--- src/rtl/el2_pkg.sv ---
// Shared definitions for the decode-stage GPR writeback queue.
//   EL2_GPR_AW        : GPR address width
//   el2_gpr_wb_pkt_t  : one queued writeback {rd, data}
package el2_pkg;

    localparam int EL2_GPR_AW = 5;

    typedef struct packed {
        logic [EL2_GPR_AW-1:0] rd;
        logic [31:0]           data;
    } el2_gpr_wb_pkt_t;

endpackage : el2_pkg

--- src/rtl/el2_dec_gpr_wb_fifo.sv ---
// Circular FIFO of writeback packets.
//   clk, rst_l : clock, async active-low reset
//   push, din  : enqueue request and packet (ignored while full)
//   pop        : dequeue request (ignored while empty)
//   dout       : head packet, valid only when empty=0
//   full/empty : occupancy status
module el2_dec_gpr_wb_fifo
    import el2_pkg::*;
#(
    parameter int DEPTH = 4
) (
    input  logic            clk,
    input  logic            rst_l,
    input  logic            push,
    input  el2_gpr_wb_pkt_t din,
    input  logic            pop,
    output el2_gpr_wb_pkt_t dout,
    output logic            full,
    output logic            empty
);

    localparam int AW = $clog2(DEPTH);

    // One extra pointer bit tells full from empty once the pointers wrap.
    logic [AW:0]     wptr_q, wptr_d;
    logic [AW:0]     rptr_q, rptr_d;
    el2_gpr_wb_pkt_t mem_q [DEPTH];
    el2_gpr_wb_pkt_t mem_d [DEPTH];

    assign empty = (wptr_q == rptr_q);
    assign full  = (wptr_q[AW] != rptr_q[AW]) && (wptr_q[AW-1:0] == rptr_q[AW-1:0]);
    assign dout  = mem_q[rptr_q[AW-1:0]];

    always_comb begin
        mem_d  = mem_q;
        wptr_d = wptr_q;
        rptr_d = rptr_q;
        if (push && !full) begin
            mem_d[wptr_q[AW-1:0]] = din;
            wptr_d                = wptr_q + (AW+1)'(1);
        end
        if (pop && !empty) begin
            rptr_d = rptr_q + (AW+1)'(1);
        end
    end

    always_ff @(posedge clk or negedge rst_l) begin
        if (!rst_l) begin
            wptr_q <= '0;
            rptr_q <= '0;
            for (int i = 0; i < DEPTH; i++) mem_q[i] <= '0;
        end else begin
            wptr_q <= wptr_d;
            rptr_q <= rptr_d;
            mem_q  <= mem_d;
        end
    end

endmodule : el2_dec_gpr_wb_fifo

--- src/rtl/el2_dec_gpr_wb_queue.sv ---
// Writeback buffer + scoreboard feeding the GPR file's second write port.
// Out-of-order load/div results are queued and drained one per cycle when
// the primary pipe is not using the port; pending destinations are tracked
// so decode can stall dependent readers.
//   issue_v/issue_rd   : op with destination dispatched (marks rd pending)
//   cancel_v/cancel_rd : op killed, rd will never return
//   ret_v/rd/data      : returning result; ret_ready = queue not full
//   port_busy          : primary writeback owns the port this cycle
//   wen/waddr/wd       : GPR write port (zeros when idle)
//   raddr0/1, rs0/1_busy : decode source lookups
//   q_empty, q_full    : queue status
module el2_dec_gpr_wb_queue
    import el2_pkg::*;
#(
    parameter int DEPTH = 4
) (
    input  logic                  clk,
    input  logic                  rst_l,
    input  logic                  issue_v,
    input  logic [EL2_GPR_AW-1:0] issue_rd,
    input  logic                  cancel_v,
    input  logic [EL2_GPR_AW-1:0] cancel_rd,
    input  logic                  ret_v,
    input  logic [EL2_GPR_AW-1:0] ret_rd,
    input  logic [31:0]           ret_data,
    output logic                  ret_ready,
    input  logic                  port_busy,
    output logic                  wen,
    output logic [EL2_GPR_AW-1:0] waddr,
    output logic [31:0]           wd,
    input  logic [EL2_GPR_AW-1:0] raddr0,
    input  logic [EL2_GPR_AW-1:0] raddr1,
    output logic                  rs0_busy,
    output logic                  rs1_busy,
    output logic                  q_empty,
    output logic                  q_full
);

    el2_gpr_wb_pkt_t push_pkt;
    el2_gpr_wb_pkt_t head_pkt;
    logic            push;
    logic [31:0]     pending_q, pending_d;

    // ret_ready ignores a same-cycle pop so it is a pure flop-derived signal.
    assign ret_ready = ~q_full;
    // x0 results are acknowledged but never stored.
    assign push      = ret_v & ret_ready & (ret_rd != '0);
    assign push_pkt  = '{rd: ret_rd, data: ret_data};

    el2_dec_gpr_wb_fifo #(.DEPTH(DEPTH)) u_fifo (
        .clk   (clk),
        .rst_l (rst_l),
        .push  (push),
        .din   (push_pkt),
        .pop   (wen),
        .dout  (head_pkt),
        .full  (q_full),
        .empty (q_empty)
    );

    // Head drives the port directly; the popping write is that same cycle.
    assign wen   = ~q_empty & ~port_busy;
    assign waddr = wen ? head_pkt.rd   : '0;
    assign wd    = wen ? head_pkt.data : '0;

    // Clears applied before the set so a re-issue wins over a same-cycle clear.
    always_comb begin
        pending_d = pending_q;
        if (wen)      pending_d[head_pkt.rd] = 1'b0;
        if (cancel_v) pending_d[cancel_rd]   = 1'b0;
        if (issue_v)  pending_d[issue_rd]    = 1'b1;
        pending_d[0] = 1'b0;
    end

    always_ff @(posedge clk or negedge rst_l) begin
        if (!rst_l) pending_q <= '0;
        else        pending_q <= pending_d;
    end

    // Registered view only: a pop does not bypass into the busy lookup.
    assign rs0_busy = (raddr0 != '0) & pending_q[raddr0];
    assign rs1_busy = (raddr1 != '0) & pending_q[raddr1];

`ifdef RV_ASSERT_ON
    // A kill and re-issue of the same rd in one cycle is a legal reuse.
    a_issue_pending : assert property (@(posedge clk) disable iff (!rst_l)
        !(issue_v && issue_rd != '0 && pending_q[issue_rd] &&
          !(cancel_v && cancel_rd == issue_rd)));
    a_ret_not_pending : assert property (@(posedge clk) disable iff (!rst_l)
        !(ret_v && ret_rd != '0 && !pending_q[ret_rd]));
    a_cancel_not_pending : assert property (@(posedge clk) disable iff (!rst_l)
        !(cancel_v && cancel_rd != '0 && !pending_q[cancel_rd]));
    a_ret_when_full : assert property (@(posedge clk) disable iff (!rst_l)
        !(ret_v && q_full));
`endif

endmodule : el2_dec_gpr_wb_queue

--- config.mk ---
export PLATFORM = sky130hd
export DESIGN_NAME = el2_dec_gpr_wb_queue
export DESIGN_NICKNAME = d
export VERILOG_FILES = /design/src/rtl/el2_pkg.sv /design/src/rtl/el2_dec_gpr_wb_fifo.sv /design/src/rtl/el2_dec_gpr_wb_queue.sv
export SDC_FILE = /design/constraint.sdc
export NUM_CORES = 1
export LEC_CHECK = 0
export CELL_PAD_IN_SITES_DETAIL_PLACEMENT = 1
export CELL_PAD_IN_SITES_GLOBAL_PLACEMENT = 2
export CORE_AREA = 2 2 184 186
export CTS_BUF_LIST = sky130_fd_sc_hd__clkbuf_4 sky130_fd_sc_hd__clkbuf_8
export CTS_CLUSTER_DIAMETER = 60
export DETAILED_ROUTE_END_ITERATION = 6
export DIE_AREA = 0 0 186 188
export PLACE_DENSITY_LB_ADDON = 0.1
export SLEW_MARGIN = 10
export SYNTH_ARGS = -nofsm -noshare
export SYNTH_HDL_FRONTEND = slang
export SYNTH_SLANG_ARGS = --single-unit
export TNS_END_PERCENT = 1
--- constraint.sdc ---
create_clock -name clk -period 2.5 [get_ports clk]
set_input_delay 0.375 -clock clk [delete_from_list [all_inputs] [get_ports clk]]
set_output_delay 0.375 -clock clk [all_outputs]
set_load 0.03 [all_outputs]
==> results of run 1 <==
[timing repair]
item / in CTS / in global routing
hold endpoints to repair: 65 / 0
buffers inserted: 12 / 3
cloned: 5 / 2
pin swaps: 5 / 1
resized for setup: 124 / 33
endpoints found under the setup margin: 42 / 43
hold buffers: 1 / 0
[kinds of logic (layout without fill, tap and decap cells)]
| logic type | after synthesis | count (layout) | synth area share, % |
|---|---|---|---|
| xor+xnor | 8 | 8 | 0.7139 |
| flops | 185 | 185 | 47.16 |
| compound gates | 88 | 88 | 5.558 |
| buf+inv | 50 | 223 | 3.098 |
| fa+ha+maj | 5 | 5 | 0.6373 |
| simple gates | 153 | 153 | 9.063 |
| mux | 207 | 207 | 33.77 |
[per-stage QoR]
| stage | setup WS [ps] | utilization, % |
|---|---|---|
| 2_1_floorplan | 286.5 | - |
| 3_3_place_gp | -634.9 | 35.48 |
| 3_5_place_dp | -646.1 | 35.48 |
| 4_1_cts | -139.2 | 37.91 |
| 5_1_grt | -159.7 | 38.36 |
| 6_report | -56.15 | 38.36 |
[layout by cell type (no fill, tap or decap), drive strengths merged, types with 5 or more instances in the layout]
cell	netlist	layout
nor2b	40	40
inv	7	11
ha	5	5
nor4	5	5
xor2	5	5
clkdlybuf4s15	0	6
mux4	51	51
o22ai	12	12
nand2	24	24
clkbuf	16	23
dfrtp	185	185
nor2	26	26
nor3	9	9
buf	27	111
a31oi	12	12
o21ai	19	19
mux2	153	153
nand3b	11	11
nor3b	12	12
clkdlybuf4s50	0	58
o21a	11	11
a21oi	21	21
clkinvlp	0	5
[worst register-to-register path, stage by stage, from the launching register on]
cell	delay [ps]
dfrtp_4	560
buf_8	170
mux4_2	610
buf_4	210
nor2_1	210
nor4bb_1	360
o22ai_1	120
[power by group through the flow]
stage / registers (mW) / clock network [mW] / logic (mW)
after floorplan: 5.14 / 0 / 6.61
after global placement: 5.51 / 0 / 9.27
after detailed placement: 5.63 / 0 / 9.45
after CTS: 5.63 / 2.22 / 10.2
after global routing: 5.84 / 2.34 / 11.1
final: 5.65 / 2.13 / 10.3
[layer usage]
metal  vias up  share of wire [%]  GRT usage (%)
met2       121                 52          31.38
li1       2909                  -              -
met3        26                3.5          3.554
met1      3458                 43          23.20
met5         -                  0              0
met4         0                1.5          4.482
[area by class of cell]
cell class	count	area [sq um]
multi-input combinational	461	5059
sequential	185	4642
fill	3390	20410
timing repair buffer	184	2012
clock inverter	12	140.1
clock buffer	20	262.8
inverter	7	26.28
tap	448	560.5
[registers in the layout (all words and copies together) (netlist names)]
signal	flops
u_fifo.mem_q	148
pending_q	31
u_fifo.rptr_q	3
u_fifo.wptr_q	3
[how the worst max path moves through the flow]
| stage | start | end | slack, ps | depth (start not counted) |
|---|---|---|---|---|
| 2_1_floorplan | raddr1[0] | rs1_busy | 290 | 4 |
| 3_3_place_gp | raddr1[0] | rs1_busy | -630 | 6 |
| 3_5_place_dp | raddr1[0] | rs1_busy | -650 | 6 |
| 4_1_cts | u_fifo.rptr_q[0]$_DFFE_PN0P_ | wd[0] | -140 | 5 |
| 5_1_grt | u_fifo.rptr_q[0]$_DFFE_PN0P_ | wd[15] | -160 | 7 |
| 6_report | u_fifo.rptr_q[0]$_DFFE_PN0P_ | wd[15] | -60 | 7 |
==> results by group, run 1 <==
Global routing
  • Pin count of the biggest net entering global routing: between 70 and 80
  • First-pass GRT wire length: about 47000 um
  • Vias in the first global route: between 7000 and 8000
  • GRT overflow: 0
  • GRT Total Usage: between 10% and 20%
  • Initial antenna violation count: 1

Final layout
  • Finished Layout Cells: about 1300
  • Fin nets: 924
  • Final instance area: 0.01270 sq mm
  • Antenna diode count: 0
  • Area grow syn2layout: 29.41%
  • Fraction of layout cells with a size suffix above 1: 45.57%

Worst setup path
  • CP cell instances: xor2_4 -> o31ai_4 -> buf_6 -> buf_12 -> clkbuf_16 -> nor2b_1 -> buf_4
  • CP endpoint kind: output port
  • Worst-case reg-to-reg path depth: 6
  • Slowest-stage cell, CP: dfrtp_4
  • Critical path class: reg -> out
  • Slowest cell delay on critical path: approximately 590 ps
  • Reg2reg start: u_fifo.rptr_q[0]$_DFFE_PN0P_
  • Reg-to-reg slack, setup: between 100 and 150 ps
  • Cell family with most CP delay: buffers and inverters
  • Buf/Inv on CP: 4
  • Crit Path Max Fanout: 6
  • Element type at the critical path start: flop
  • R2r endpoint: pending_q[28]$_DFF_PN0_
  • Worst Path Arrival: about 2200 ps
  • CP required: between 2000 and 2500 ps

Routing
  • Detailed Route WL: ~30000 um
  • Drt pass-1 iters: 4
  • Number of remaining DRC errors: 0
  • Antenna Violating Nets Remaining: 0
  • Mean number of vias per cell: 4.946
  • Drt initial violations: roughly 280
  • Via count of the routed design: 6514
  • Routed wire per std cell: 23.10 um

Clock tree
  • CTS buffer count: 17
  • Root buf cell: clkbuf_8
  • Clock Tree Buf Depth: 2
  • H-tree depth: 4
  • CTS tree: built
  • Worst-Skew Late Latency: about 480 ps
  • Clock tree sinks: between 150 and 200
  • Clock-pin slew on the worst setup and hold paths: roughly 110 ps

Power and ir drop
  • Worst vdd ir: 0.0005422 V
  • Switching fraction of total power: around 38%
  • Cell Int Power: ~11 mW
  • Combinational Power Share: a little under three fifths
  • Clock Power Share: 11.8%
  • Net Switching: about 6.8 mW
  • Total power: around 18 mW
  • PD cells: ~1400 mW/mm^2
  • Flop pwr share: just over 30%
  • Leak pwr: 5.258 nW

Logic synthesis
  • Synth top area share: a little under half
  • Yosys warning total: 0
  • Total nets after synthesis: approximately 760
  • Synth area leader: dfrtp_1
  • Ranking of synthesized cells by area: dfrtp_1 (47%), mux2_4 (17%), mux4_2 (12%), mux2_2 (4.9%), nor2b_1 (2.5%)
  • Post-synth ARST share: 100.0%
  • Synth Instances: between 600 and 700
  • Cell with the most instances after synthesis: dfrtp_1
  • Netlist cell types: 47
  • Synth top cells by count: dfrtp_1 (185), mux2_4 (110), mux4_2 (51), mux2_2 (43), nor2b_1 (40)
  • Yosys reg bits: approximately 190
  • Top FF cell, synth: dfrtp_1
  • Sequential area share after synthesis: 47.16%
  • Post-synth EDFFs: 0
  • Post-Syn Area per Cell: 14.10 sq um
  • Post-Syn Area: 0.009816 sq mm

Timing
  • Relative slew slack: around 57%
  • Crit share post-route: 102.2%
  • Skew final: approximately 15 ps
  • Final setup fails: 30
  • Max Clock Freq: just under 400 MHz
  • Worst setup margin: -56.15 ps
  • Final min period: about 2600 ps
  • Slew Viols, Final: 0
  • Setup TNS: -817.3 ps
  • RSZ-0062 raised after global routing: true
  • Endpoints failing hold: 0
  • WHS: roughly 490 ps
  • Slew @ Worst Pin: around 640 ps

Floorplanning
  • Vert. Die Dim: about 190 um
  • Core area: 0.03311 sq mm
  • Initial core utilization: ~30%
  • Die width: around 190 um
  • I/O pin count: 106
  • FP Rows: 67
  • Die area: roughly 0.035 sq mm

Placed design
  • Dpl hpwl: between 20000 and 25000 um
  • Port bufs: around 110
  • Cells after DPL: roughly 1300
  • Dpl cell area: 0.01175 sq mm
  • GPL Wtd Cong: ~0.8

Run status
  • Violated checks: setup timing
  • Run status: complete, but fails checks

Hold path
  • Hold Path Class: in -> async

Run
  • Max-Cap Viols: 0
No activity file was read; power rests on OpenSTA's default activity.
==> inputs of run 2 (changes only) <==
- REMOVE_ABC_BUFFERS: unset -> 1
- clock period: 2.5 -> 2.1 ns (I/O delays scaled with it)
==> run 2 against run 1 <==
Sequential share of layout area decreased by 0.073 points. Clock power increased by 23%. Non-clock buffer count increased by 12. Register-to-register slack got worse by 310 ps. Flip-flop and latch count unchanged. Worst hold slack got worse by 150 ps. Critical path type unchanged. Sequential power increased by 18%. The run still ends with setup timing left. Critical path depth decreased by 3. Combinational power increased by 19%. First-iteration DRC count increased by 2.9%. Critical endpoint is now rs1_busy. Via count increased by 1.4%. Clock-buffer cell count increased by 6.
==> results by group, run 2 (synthesis results as in run 1) <==
Run status
  • Run status: complete, but fails checks
  • Violated checks: setup timing

Final layout
  • Largest register by flop count: u_fifo.mem_q
  • Commonest non-fill, non-tap cell in the layout: dfrtp_1
  • Max reg flops: ~150
  • Fin nets: 936
  • Top flop regs: u_fifo.mem_q x148, pending_q x31
  • Fraction of layout cells with a size suffix above 1: roughly 47%
  • Most frequent cells in the layout: dfrtp_1 (180), mux2_4 (111), buf_4 (96)
  • Finished Layout Cells: 1330
  • Util after Layout: between 30 and 40%
  • Area grow syn2layout: 29.56%
  • Filler Cell Count: roughly 3400

Global routing
  • GRT Total Usage: approximately 18%
  • Vias in the first global route: about 7700
  • Initial antenna violation count: 2
  • Pin count of the biggest net entering global routing: about 50
  • First-pass GRT wire length: around 47000 um
  • GRT overflow: 0

Timing
  • Relative slew slack: between 60 and 70%
  • WHS: about 340 ps
  • Crit share post-route: 116.9%
  • Final min period: 2456 ps
  • Skew final: roughly 17 ps
  • Slew Viols, Final: 0
  • Slew @ Worst Pin: about 480 ps
  • Worst setup margin: -355.8 ps
  • Max Clock Freq: around 410 MHz
  • Endpoints failing hold: 0
  • Final setup fails: 198
  • RSZ-0062 raised after global routing: true

Power and ir drop
  • Leak pwr: between 5 and 6 nW
  • PD cells: around 1700 mW/mm^2
  • Worst vdd ir: 0.0007562 V

Routing
  • Drt pass-1 iters: 4
  • Mean number of vias per cell: slightly below 5
  • Via count of the routed design: roughly 6600
  • Number of remaining DRC errors: 0
  • Antenna Violating Nets Remaining: 0
  • Detailed Route WL: 29730 um
  • Routed wire per std cell: 22.35 um
  • Drt initial violations: between 200 and 300

Clock tree
  • Root buf cell: clkbuf_8
  • CTS buffer count: 17
  • Worst-Skew Late Latency: between 400 and 500 ps
  • Clock-pin slew on the worst setup and hold paths: approximately 100 ps
  • Clock Tree Buf Depth: 2
  • H-tree depth: 4
  • CTS tree: built
  • Clock tree sinks: ~190

Floorplanning
  • Die width: around 190 um
  • Core area: between 0.03 and 0.04 sq mm
  • Die area: between 0.03 and 0.04 sq mm
  • I/O pin count: 106
  • Initial core utilization: just under 30%
  • Vert. Die Dim: about 190 um
  • FP Rows: between 60 and 70

Worst setup path
  • Buf/Inv on CP: 1
  • Element type at the critical path start: flop
  • Worst-case reg-to-reg path depth: 7
  • CP cell instances: mux4_2 -> mux2_4 -> a311o_1 -> buf_6
  • Slowest cell delay on critical path: just under 500 ps
  • Reg2reg start: u_fifo.rptr_q[0]$_DFFE_PN0P_
  • CP endpoint kind: output port
  • Worst Path Arrival: approximately 2100 ps
  • Critical path class: reg -> out
  • Crit Path Max Fanout: 3
  • R2r endpoint: u_fifo.mem_q[127]$_DFFE_PN0P_
  • Slowest-stage cell, CP: mux4_2
  • CP required: 1780 ps
  • Reg-to-reg slack, setup: -180 ps
  • Cell family with most CP delay: multiplexers

Placed design
  • Port bufs: 105
  • GPL Wtd Cong: 0.8199
  • Dpl hpwl: approximately 21000 um
  • Cells after DPL: between 1000 and 1500

Run
  • Max-Cap Viols: 0

Hold path
  • Hold Path Class: in -> async
## run 2: changes by cell type in the layout (fill, tap and decap cells not counted), sizes merged
cell           before  now
inv                11    7
clkinv              1    4
clkinvlp            5    0
clkbuf             23   29
diode               0    1
clkdlybuf4s15       6    1
bufbuf              1    0
dlygate4sd2         4    2
dlymetal6s2s        0    1
buf               111  130
## run 2: final cells by class
cell class	instances	area, sq um	share of cell area, %
clock inverters	6	83.83	0.6592
multi-input cells	461	5114	40.21
clock buffers	26	345.3	2.715
repair buffers	196	1947	15.31
diodes	1	2.502	0.01968
inverters	7	26.28	0.2066
flip-flops and latches	185	4638	36.47
well taps	448	560.5	4.408
## run 2: stage by stage
stage	setup slack (ps)	cell area, sq um	setup TNS, ps	total power [mW]
6_report	-355.8	12720	-29640	21.57
3_5_place_dp	-981.9	11950	-64530	18.37
4_1_cts	-426.4	12510	-37710	21.40
3_3_place_gp	-916.7	11950	-62560	17.95
2_1_floorplan	-4826	9538	-983570	13.96
5_1_grt	-455.0	12710	-47410	22.92
## run 2: power breakdown
group | leakage (nW) | switching, mW | internal [mW]
logic | 2.88 | 5.44 | 6.84
clock network | 0.226 | 1.31 | 1.31
registers | 2.21 | 1.27 | 5.40
## run 2: repair_timing
action | 4_1_cts | 5_1_grt
pin swaps | 5 | 6
endpoints found under the hold margin | 41 | 0
setup buffers | 6 | 0
resized for setup | 248 | 41
gates cloned | 1 | 1
hold buffers | 1 | 0
setup endpoints to repair | 213 | 218
## run 2: worst max-delay path by stage
stage	startpoint	end	slack [ps]	cells after the start
final	pending_q[31]$_DFF_PN0_	rs1_busy	-360	4
after global routing	pending_q[7]$_DFF_PN0_	rs0_busy	-450	5
after CTS	u_fifo.rptr_q[0]$_DFFE_PN0P_	wd[12]	-430	5
after global placement	raddr1[0]	rs1_busy	-920	6
after floorplan	u_fifo.rptr_q[0]$_DFFE_PN0P_	u_fifo.mem_q[106]$_DFFE_PN0P_	-4830	4
after detailed placement	raddr1[2]	rs1_busy	-980	6
## run 2: worst register-to-register path: cells and delay by family (launching register included)
family,cells,cell delay [ps]
xor gates and xnor gates,1,240
DFF,1,550
and+or+nand+nor,2,360
muxes,1,410
buffers and inverters,3,600
## run 2: layer usage
layer | up-vias | track usage [%] | share of wire (%)
met5 | - | 0 | 0
met4 | 0 | 5.451 | 1.8
met3 | 38 | 3.574 | 3.4
met2 | 115 | 30.86 | 51
met1 | 3527 | 22.67 | 43
li1 | 2923 | - | -
